--- src/rtl/branch_resolve_ctrl.sv ---
// Conditional-branch resolution for the pipelined LC-3b core. Holds the architectural NZP,
// scoreboards in-flight CC writers, stalls a branch until CC is current, then flushes/redirects.
module branch_resolve_ctrl #(
    parameter int ADDR_W   = 16,
    parameter int MAX_PEND = 3
) (
    input  logic              clk,
    input  logic              reset_n,
    input  logic              cc_issue,
    input  logic              cc_wb_valid,
    input  logic [15:0]       cc_wb_value,
    input  logic              br_valid,
    input  logic [2:0]        br_nzp,
    input  logic [ADDR_W-1:0] br_target,
    output logic              br_ready,
    output logic              stall,
    output logic              flush,
    output logic              redirect_valid,
    output logic [ADDR_W-1:0] redirect_pc,
    input  logic              redirect_ready,
    output logic              br_done,
    output logic              br_taken,
    output logic [2:0]        cc_q,
    output logic              pend_err
);
    localparam int                PEND_W   = $clog2(MAX_PEND + 1);
    localparam logic [PEND_W-1:0] PEND_MAX = PEND_W'(MAX_PEND);
    localparam logic [PEND_W-1:0] PEND_ONE = PEND_W'(1);

    typedef enum logic [1:0] {
        IDLE     = 2'd0,
        WAIT_CC  = 2'd1,
        RESOLVE  = 2'd2,
        REDIRECT = 2'd3
    } state_t;

    state_t            state_q, state_d;
    logic [2:0]        cc_d;
    logic [PEND_W-1:0] pend_q, pend_d;
    logic              pend_err_q, pend_err_d;
    logic [2:0]        nzp_q, nzp_d;
    logic [ADDR_W-1:0] target_q, target_d;
    logic              taken;

    assign taken = |(nzp_q & cc_q);

    always_comb begin
        // NOTE: every variable gets a default before any branch so no latch is inferred.
        cc_d       = cc_q;
        pend_d     = pend_q;
        pend_err_d = pend_err_q;
        state_d    = state_q;
        nzp_d      = nzp_q;
        target_d   = target_q;

        if (cc_wb_valid) begin
            if (cc_wb_value == 16'h0000) cc_d = 3'b010;
            else if (cc_wb_value[15])    cc_d = 3'b100;
            else                         cc_d = 3'b001;
        end

        // Issue and writeback together cancel; an out-of-range step is dropped and flagged.
        case ({cc_issue, cc_wb_valid})
            2'b10: begin
                if (pend_q == PEND_MAX) pend_err_d = 1'b1;
                else                    pend_d     = pend_q + PEND_ONE;
            end
            2'b01: begin
                if (pend_q == '0) pend_err_d = 1'b1;
                else              pend_d     = pend_q - PEND_ONE;
            end
            default: ;
        endcase

        case (state_q)
            IDLE: begin
                if (br_valid) begin
                    nzp_d    = br_nzp;
                    target_d = br_target;
                    // nzp 000/111 have an outcome independent of CC, so they never wait.
                    if (br_nzp == 3'b000 || br_nzp == 3'b111 || pend_d == '0) state_d = RESOLVE;
                    else                                                      state_d = WAIT_CC;
                end
            end
            WAIT_CC: begin
                // The final writeback lands in cc_q on the same edge that enters RESOLVE.
                if (pend_d == '0) state_d = RESOLVE;
            end
            RESOLVE:  state_d = taken ? REDIRECT : IDLE;
            REDIRECT: if (redirect_ready) state_d = IDLE;
            default:  state_d = IDLE;
        endcase
    end

    // NOTE: sequential state uses non-blocking assignments so every flop samples pre-edge values.
    always_ff @(posedge clk) begin
        if (!reset_n) begin
            state_q    <= IDLE;
            cc_q       <= 3'b010;
            pend_q     <= '0;
            pend_err_q <= 1'b0;
            nzp_q      <= '0;
            target_q   <= '0;
        end else begin
            state_q    <= state_d;
            cc_q       <= cc_d;
            pend_q     <= pend_d;
            pend_err_q <= pend_err_d;
            nzp_q      <= nzp_d;
            target_q   <= target_d;
        end
    end

    assign br_ready       = (state_q == IDLE);
    assign stall          = (state_q != IDLE) | br_valid;
    assign flush          = (state_q == RESOLVE) & taken;
    assign redirect_valid = (state_q == REDIRECT);
    assign redirect_pc    = target_q;
    assign br_done        = ((state_q == RESOLVE) & ~taken) |
                            ((state_q == REDIRECT) & redirect_ready);
    assign br_taken       = (state_q == REDIRECT);
    assign pend_err       = pend_err_q;

endmodule

--- config.mk ---
export PLATFORM = sky130hd
export DESIGN_NAME = branch_resolve_ctrl
export DESIGN_NICKNAME = d
export VERILOG_FILES = /design/src/rtl/branch_resolve_ctrl.sv
export SDC_FILE = /design/constraint.sdc
export NUM_CORES = 1
export LEC_CHECK = 0
export ABC_AREA = 1
export CORE_MARGIN = 5
export CORE_UTILIZATION = 41
export DETAILED_ROUTE_END_ITERATION = 7
export PLACE_DENSITY = 0.89
export SYNTH_ARGS = -nofsm -noshare
export SYNTH_HDL_FRONTEND = slang
export SYNTH_SLANG_ARGS = --single-unit
--- constraint.sdc ---
create_clock -name clk -period 2.4 [get_ports clk]
set_input_delay 0.48 -clock clk [delete_from_list [all_inputs] [get_ports clk]]
set_output_delay 0.48 -clock clk [all_outputs]
set_load 0.03 [all_outputs]
Word level (Yosys, flattened, before mapping)
Cells that the tools add are included.
{"block": "totals", "regBits": 27, "latch_bits": 0, "ramBits": 0, "rom_bits": 0, "output_inout_bits": 26, "elab_cells": 54, "mem_count": 0}
{"block": "op_classes", "addsub": 2, "n_mul": 0, "div_mod_pow": 0, "order_cmp": 0, "n_eq_ne": 12, "n_shift": 0, "mux": 14, "bitwise_logic": 7, "n_reduce_logical": 13}
{"operator": "zero test 16 bit", "count": 1}
{"operator": "two-way mux 2 bit", "count": 7}
{"operator": "!= test 2 bit (second input constant)", "count": 5}
{"operator": "equality test 2 bit (second input constant)", "count": 4}
{"operator": "one-hot mux 2 bit (4 select lines)", "count": 1}
{"operator": "zero test 2 bit", "count": 3}
{"operator": "two-way mux 3 bit", "count": 2}
{"operator": "AND reduction 3 bit", "count": 2}
{"operator": "equality test 2 x 1 -> 1 bit (second input constant)", "count": 2}
{"operator": "one-hot mux 2 bit (2 select lines)", "count": 1}
{"operator": "nonzero test 2 bit", "count": 2}
{"operator": "AND 1 bit", "count": 3}
{"operator": "AND 3 bit", "count": 1}
{"operator": "equality test 3 bit (second input constant)", "count": 1}
{"operator": "zero test 3 bit", "count": 1}
{"operator": "OR reduction 3 bit", "count": 1}
{"operator": "adder 2 x 1 -> 2 bit (second input constant)", "count": 1}
{"operator": "logical OR 1 bit", "count": 2}
{"operator": "two-way mux 1 bit", "count": 2}
{"operator": "OR 1 bit", "count": 2}
{"operator": "one-hot mux 1 bit (2 select lines)", "count": 1}
{"operator": "AND reduction 2 bit", "count": 1}
{"operator": "subtractor 2 x 1 -> 2 bit (second input constant)", "count": 1}
{"operator": "NOT 1 bit", "count": 1}

Longest topological paths before layout
Gate-level depths: netlist (run 1).
{"block": "logic_depth", "ltp_word": 8, "depth_mapped": 12, "ltp_nobuf": 12}

Worst setup path after synthesis (run 1)
OpenSTA, ideal clock, no wires.
{"block": "synth_timing", "path_type": "register -> output", "from": "register cc_q[1]", "to": "output port br_done", "t_arrival_ps": 1105, "required_ps": 1920, "path_slack_ps": 815, "stages_incl_launch_ff": 5, "path_buffers": 0, "path_cell_list": "dfxtp_1 > nand2_1 > nand3_1 > a21boi_0 > o21a_1"}
{"block": "synth_between", "elab_chain_len": 5}
{"element": "start: declaration", "line": "23", "rtl": "output logic [2:0] cc_q,"}
{"element": "start signal: assignment", "line": "99", "rtl": "cc_q <= 3'b010;"}
{"element": "start signal: assignment", "line": "106", "rtl": "cc_q <= cc_d;"}
{"element": "AND 3 bit", "line": "45", "rtl": "assign taken = |(nzp_q & cc_q);"}
{"element": "OR reduction 3 bit", "line": "45"}
{"element": "NOT 1 bit", "line": "119", "rtl": "assign br_done = ((state_q == RESOLVE) & ~taken) |"}
{"element": "AND 1 bit", "line": "119"}
{"element": "OR 1 bit", "line": "119"}
{"element": "end: declaration", "line": "21", "rtl": "output logic br_done,"}
No other way between the ends.

Worst setup path after layout (run 1)
{"block": "layout_timing", "from": "input port br_valid", "to": "output port stall"}
{"block": "layout_between", "elab_chain_len": 1}
{"element": "start: declaration", "line": "12", "rtl": "input logic br_valid,"}
{"element": "OR 1 bit", "line": "115", "rtl": "assign stall = (state_q != IDLE) | br_valid;"}
{"element": "end: declaration", "line": "16", "rtl": "output logic stall,"}
No other way between the ends.

==> impl_metrics.env, run 1 <==
export IMPL_outcome="finished, final reports clean"
export IMPL_dieHeight_um=64.5
export IMPL_yosysMostFrequentCell="nor2_1"
export IMPL_finalSetupViolCount=0
export IMPL_post_cts_setup_buffers=0
export IMPL_die_x_um=64.5
export IMPL_r2r_cells=6
export IMPL_worstSkewPairLatency_ns=0.31
export IMPL_vdd_drop_max_mv=0.537
export IMPL_ys_seq_elements=27
export IMPL_min_path_type="flip-flop to flip-flop"
export IMPL_synth_largest_area_cell="dfxtp_1"
export IMPL_synth_xor_area_share_pct=0
export IMPL_gp_congestion=0.802
export IMPL_rrSetupSlack_ns=1.14
export IMPL_p_per_area_nw_per_um2=710
export IMPL_synth_edff_count=0
export IMPL_grt_util_met3_pct=5.01
export IMPL_cp_end_kind="primary output"
export IMPL_grt_pass1_wl_um=4970
export IMPL_nNetsFinal=279
export IMPL_synth_simple_area_share_pct=32.7
export IMPL_syn_area_um2=1220
export IMPL_cp_start_kind="primary input"
export IMPL_portBuffers=66
export IMPL_hold_viol=0
export IMPL_multi_input_area_um2=573
export IMPL_required_ns=1.92
export IMPL_finalCriticalPeriod_ns=2.22
export IMPL_drt_iter0_markers=40
export IMPL_nFillCells=248
export IMPL_grt_overflow_total=0
export IMPL_finalMaxSlewViolations=0
export IMPL_clk_pin_slew_ns=0.14
export IMPL_diodes=0
export IMPL_critical_path_arrival_ns=1.74
export IMPL_design_area_um2=1910
export IMPL_grt_util_met2_pct=26.3
export IMPL_netlist_area_leader_share_pct=44.4
export IMPL_maxCapViolations=0
export IMPL_drive_gt1_share_pct=5.96
export IMPL_power_leakage_nw=0.828
export IMPL_grt_usage_pct=14.5
export IMPL_synth_compound_area_share_pct=12.3
export IMPL_synth_cell_types=28
export IMPL_htree_levels=1
export IMPL_rows=19
export IMPL_dpl_cell_area_um2=1880
export IMPL_dp_hpwl_um=2530
export IMPL_syn_nets=211
export IMPL_initial_utilization_pct=43.4
export IMPL_grt_max_degree=20
export IMPL_clock_sinks=27
export IMPL_synth_adder_area_share_pct=2.06
export IMPL_r2r_start="state_q[1]$_SDFFE_PN0P_"
export IMPL_yosysWarnings=0
export IMPL_synth_mux_area_share_pct=0
export IMPL_grt_busiest_layer="met2"
export IMPL_avgRoutedWirePerCell_um=11.5
export IMPL_relSlewSlack_pct=78.1
export IMPL_clock_root_buffer="clkbuf_4"
export IMPL_via_per_inst=4.73
export IMPL_ys_seq_area_share_pct=44.4
export IMPL_period_share_pct=92.6
export IMPL_syn_to_final_growth_pct=56.9
export IMPL_io_pins=67
export IMPL_regArea_um2=541
export IMPL_drc_errors=0
export IMPL_grt_pass1_vias=1209
export IMPL_vias=1257
export IMPL_tightest_slew_ns=0.327
export IMPL_drt_first_pass_iters=4
export IMPL_grt_setup_unrepaired="no"
export IMPL_fmax_ghz=0.450
export IMPL_cts_tree="yes"
export IMPL_routed_wl_um=3060
export IMPL_timing_rr_end="redirect_pc[4]$_SDFFE_PN0P_"
export IMPL_final_setup_tns_ns=0
export IMPL_core_um2=2810
export IMPL_clock_skew_ns=0.00171
export IMPL_dieArea_um2=4160
export IMPL_critPathKind="primary input to primary output"
export IMPL_synth_top_family_by_area="simple AND/OR/NAND/NOR gates"
export IMPL_cp_max_fo=2
export IMPL_critPathLaunch="br_valid"
export IMPL_clockBufferDepth=2
export IMPL_synth_flop_cell="dfxtp_1"
export IMPL_antenna_left=0
export IMPL_synth_common_cells="nor2_1 (52), dfxtp_1 (27), nand2_1 (23)"
export IMPL_cts_buffers=3
export IMPL_cp_endpoint="stall"
export IMPL_async_reset_ff_share_pct=0
export IMPL_antenna_found_initial=0
export IMPL_synthCells=168
export IMPL_avgSynthCellArea_um2=7.25
export IMPL_synthTopCellsByArea="dfxtp_1 (44%), nor2_1 (16%), nand2_1 (7.1%)"
export IMPL_grtUsageMet1_pct=16.1
-- state kept, by name, indices dropped and copies added (netlist names) --
name         flops
cc_q             3
pend_err         1
state_q          2
pend_q           2
nzp_q            3
redirect_pc     16
-- cells by family after synthesis --
family / Yosys count
AND/OR/NAND/NOR: 93
adder cells (fa/ha/maj): 2
buffers and inverters: 19
AO/OA/AOI/OAI: 27
flip-flops: 27
-- placed cells by master, fill, tap and decap left out, types with 3 or more instances in the layout --
| cell | instances |
|---|---|
| clkbuf_4 | 3 |
| buf_4 | 3 |
| clkdlybuf4s50_1 | 65 |
| o21ai_0 | 10 |
| nor2_1 | 52 |
| nand2_1 | 23 |
| nand3_1 | 7 |
| a21oi_1 | 3 |
| dfxtp_1 | 27 |
| inv_1 | 11 |
| o21ai_1 | 9 |
-- how the worst min path moves through the flow --
stage / startpoint / to / slack (ns) / depth (start not counted)
final: cc_q[0]$_SDFFE_PN0P_ / cc_q[0]$_SDFFE_PN0P_ / 0.50 / 2
after global routing: cc_q[2]$_SDFFE_PN0P_ / cc_q[2]$_SDFFE_PN0P_ / 0.53 / 2
after CTS: cc_q[2]$_SDFFE_PN0P_ / cc_q[2]$_SDFFE_PN0P_ / 0.51 / 2
after detailed placement: redirect_pc[8]$_SDFFE_PN0P_ / redirect_pc[8]$_SDFFE_PN0P_ / 0.48 / 2
after global placement: redirect_pc[8]$_SDFFE_PN0P_ / redirect_pc[8]$_SDFFE_PN0P_ / 0.47 / 2
after floorplan: nzp_q[0]$_SDFFE_PN0P_ / nzp_q[0]$_SDFFE_PN0P_ / 0.46 / 2
-- layout make-up --
type	instances	share of cell area (%)
tap	31	2.03
sequential	27	28.3
clock inverter	1	0.262
timing repair buffer	69	35.7
multi-input combinational	122	30.0
inverter	13	2.55
clock buffer	3	1.18
-- routing by layer --
layer | vias to the layer above | part of all wire, %
met3 | 0 | 8.8
met2 | 33 | 49
met4 | 0 | 0
li1 | 672 | -
met5 | - | 0
met1 | 552 | 43
-- power by group --
part | switching [mW] | internal [mW] | total, mW
registers | 0.0451 | 0.522 | 0.567
clock network | 0.126 | 0.0623 | 0.188
logic | 0.339 | 0.260 | 0.600
-- stage by stage --
step           hold slack [ns]  util, %  power [mW]  worst slack [ns]  instances
3_3_place_gp             0.475     67.2        1.18             0.175        262
6_report                 0.504     68.1        1.36             0.178        266
5_1_grt                  0.529     68.1        1.45            0.0864        266
3_5_place_dp             0.483     67.2        1.18             0.169        262
2_1_floorplan            0.461        -       0.948             0.815        168
4_1_cts                  0.507     68.1        1.37             0.169        266
-- critical path, cell delays in order --
cell,delay [ns]
clkdlybuf4s50_1,0.45
inv_1,0.06
nand2_1,0.08
clkdlybuf4s50_1,0.67
-- what timing repair did --
| item | 4_1_cts | 5_1_grt |
|---|---|---|
| setup endpoints to repair | 1 | 0 |
| hold buffers | 0 | 0 |
| endpoints found under the hold margin | 0 | 0 |
| gates resized for setup | 1 | 0 |
(Power assumes the default switching activity.)
==> run 2: changes to the inputs <==
- HOLD_SLACK_MARGIN: default -> 0.03
==> results of run 2 <==
Final layout, timing and power as in run 1 (identical DEF).
==> run 3: changes to the inputs <==
- ABC_CLOCK_PERIOD_IN_PS: default -> 2400
==> results of run 3 <==
Final layout, timing and power as in run 1 (identical DEF).
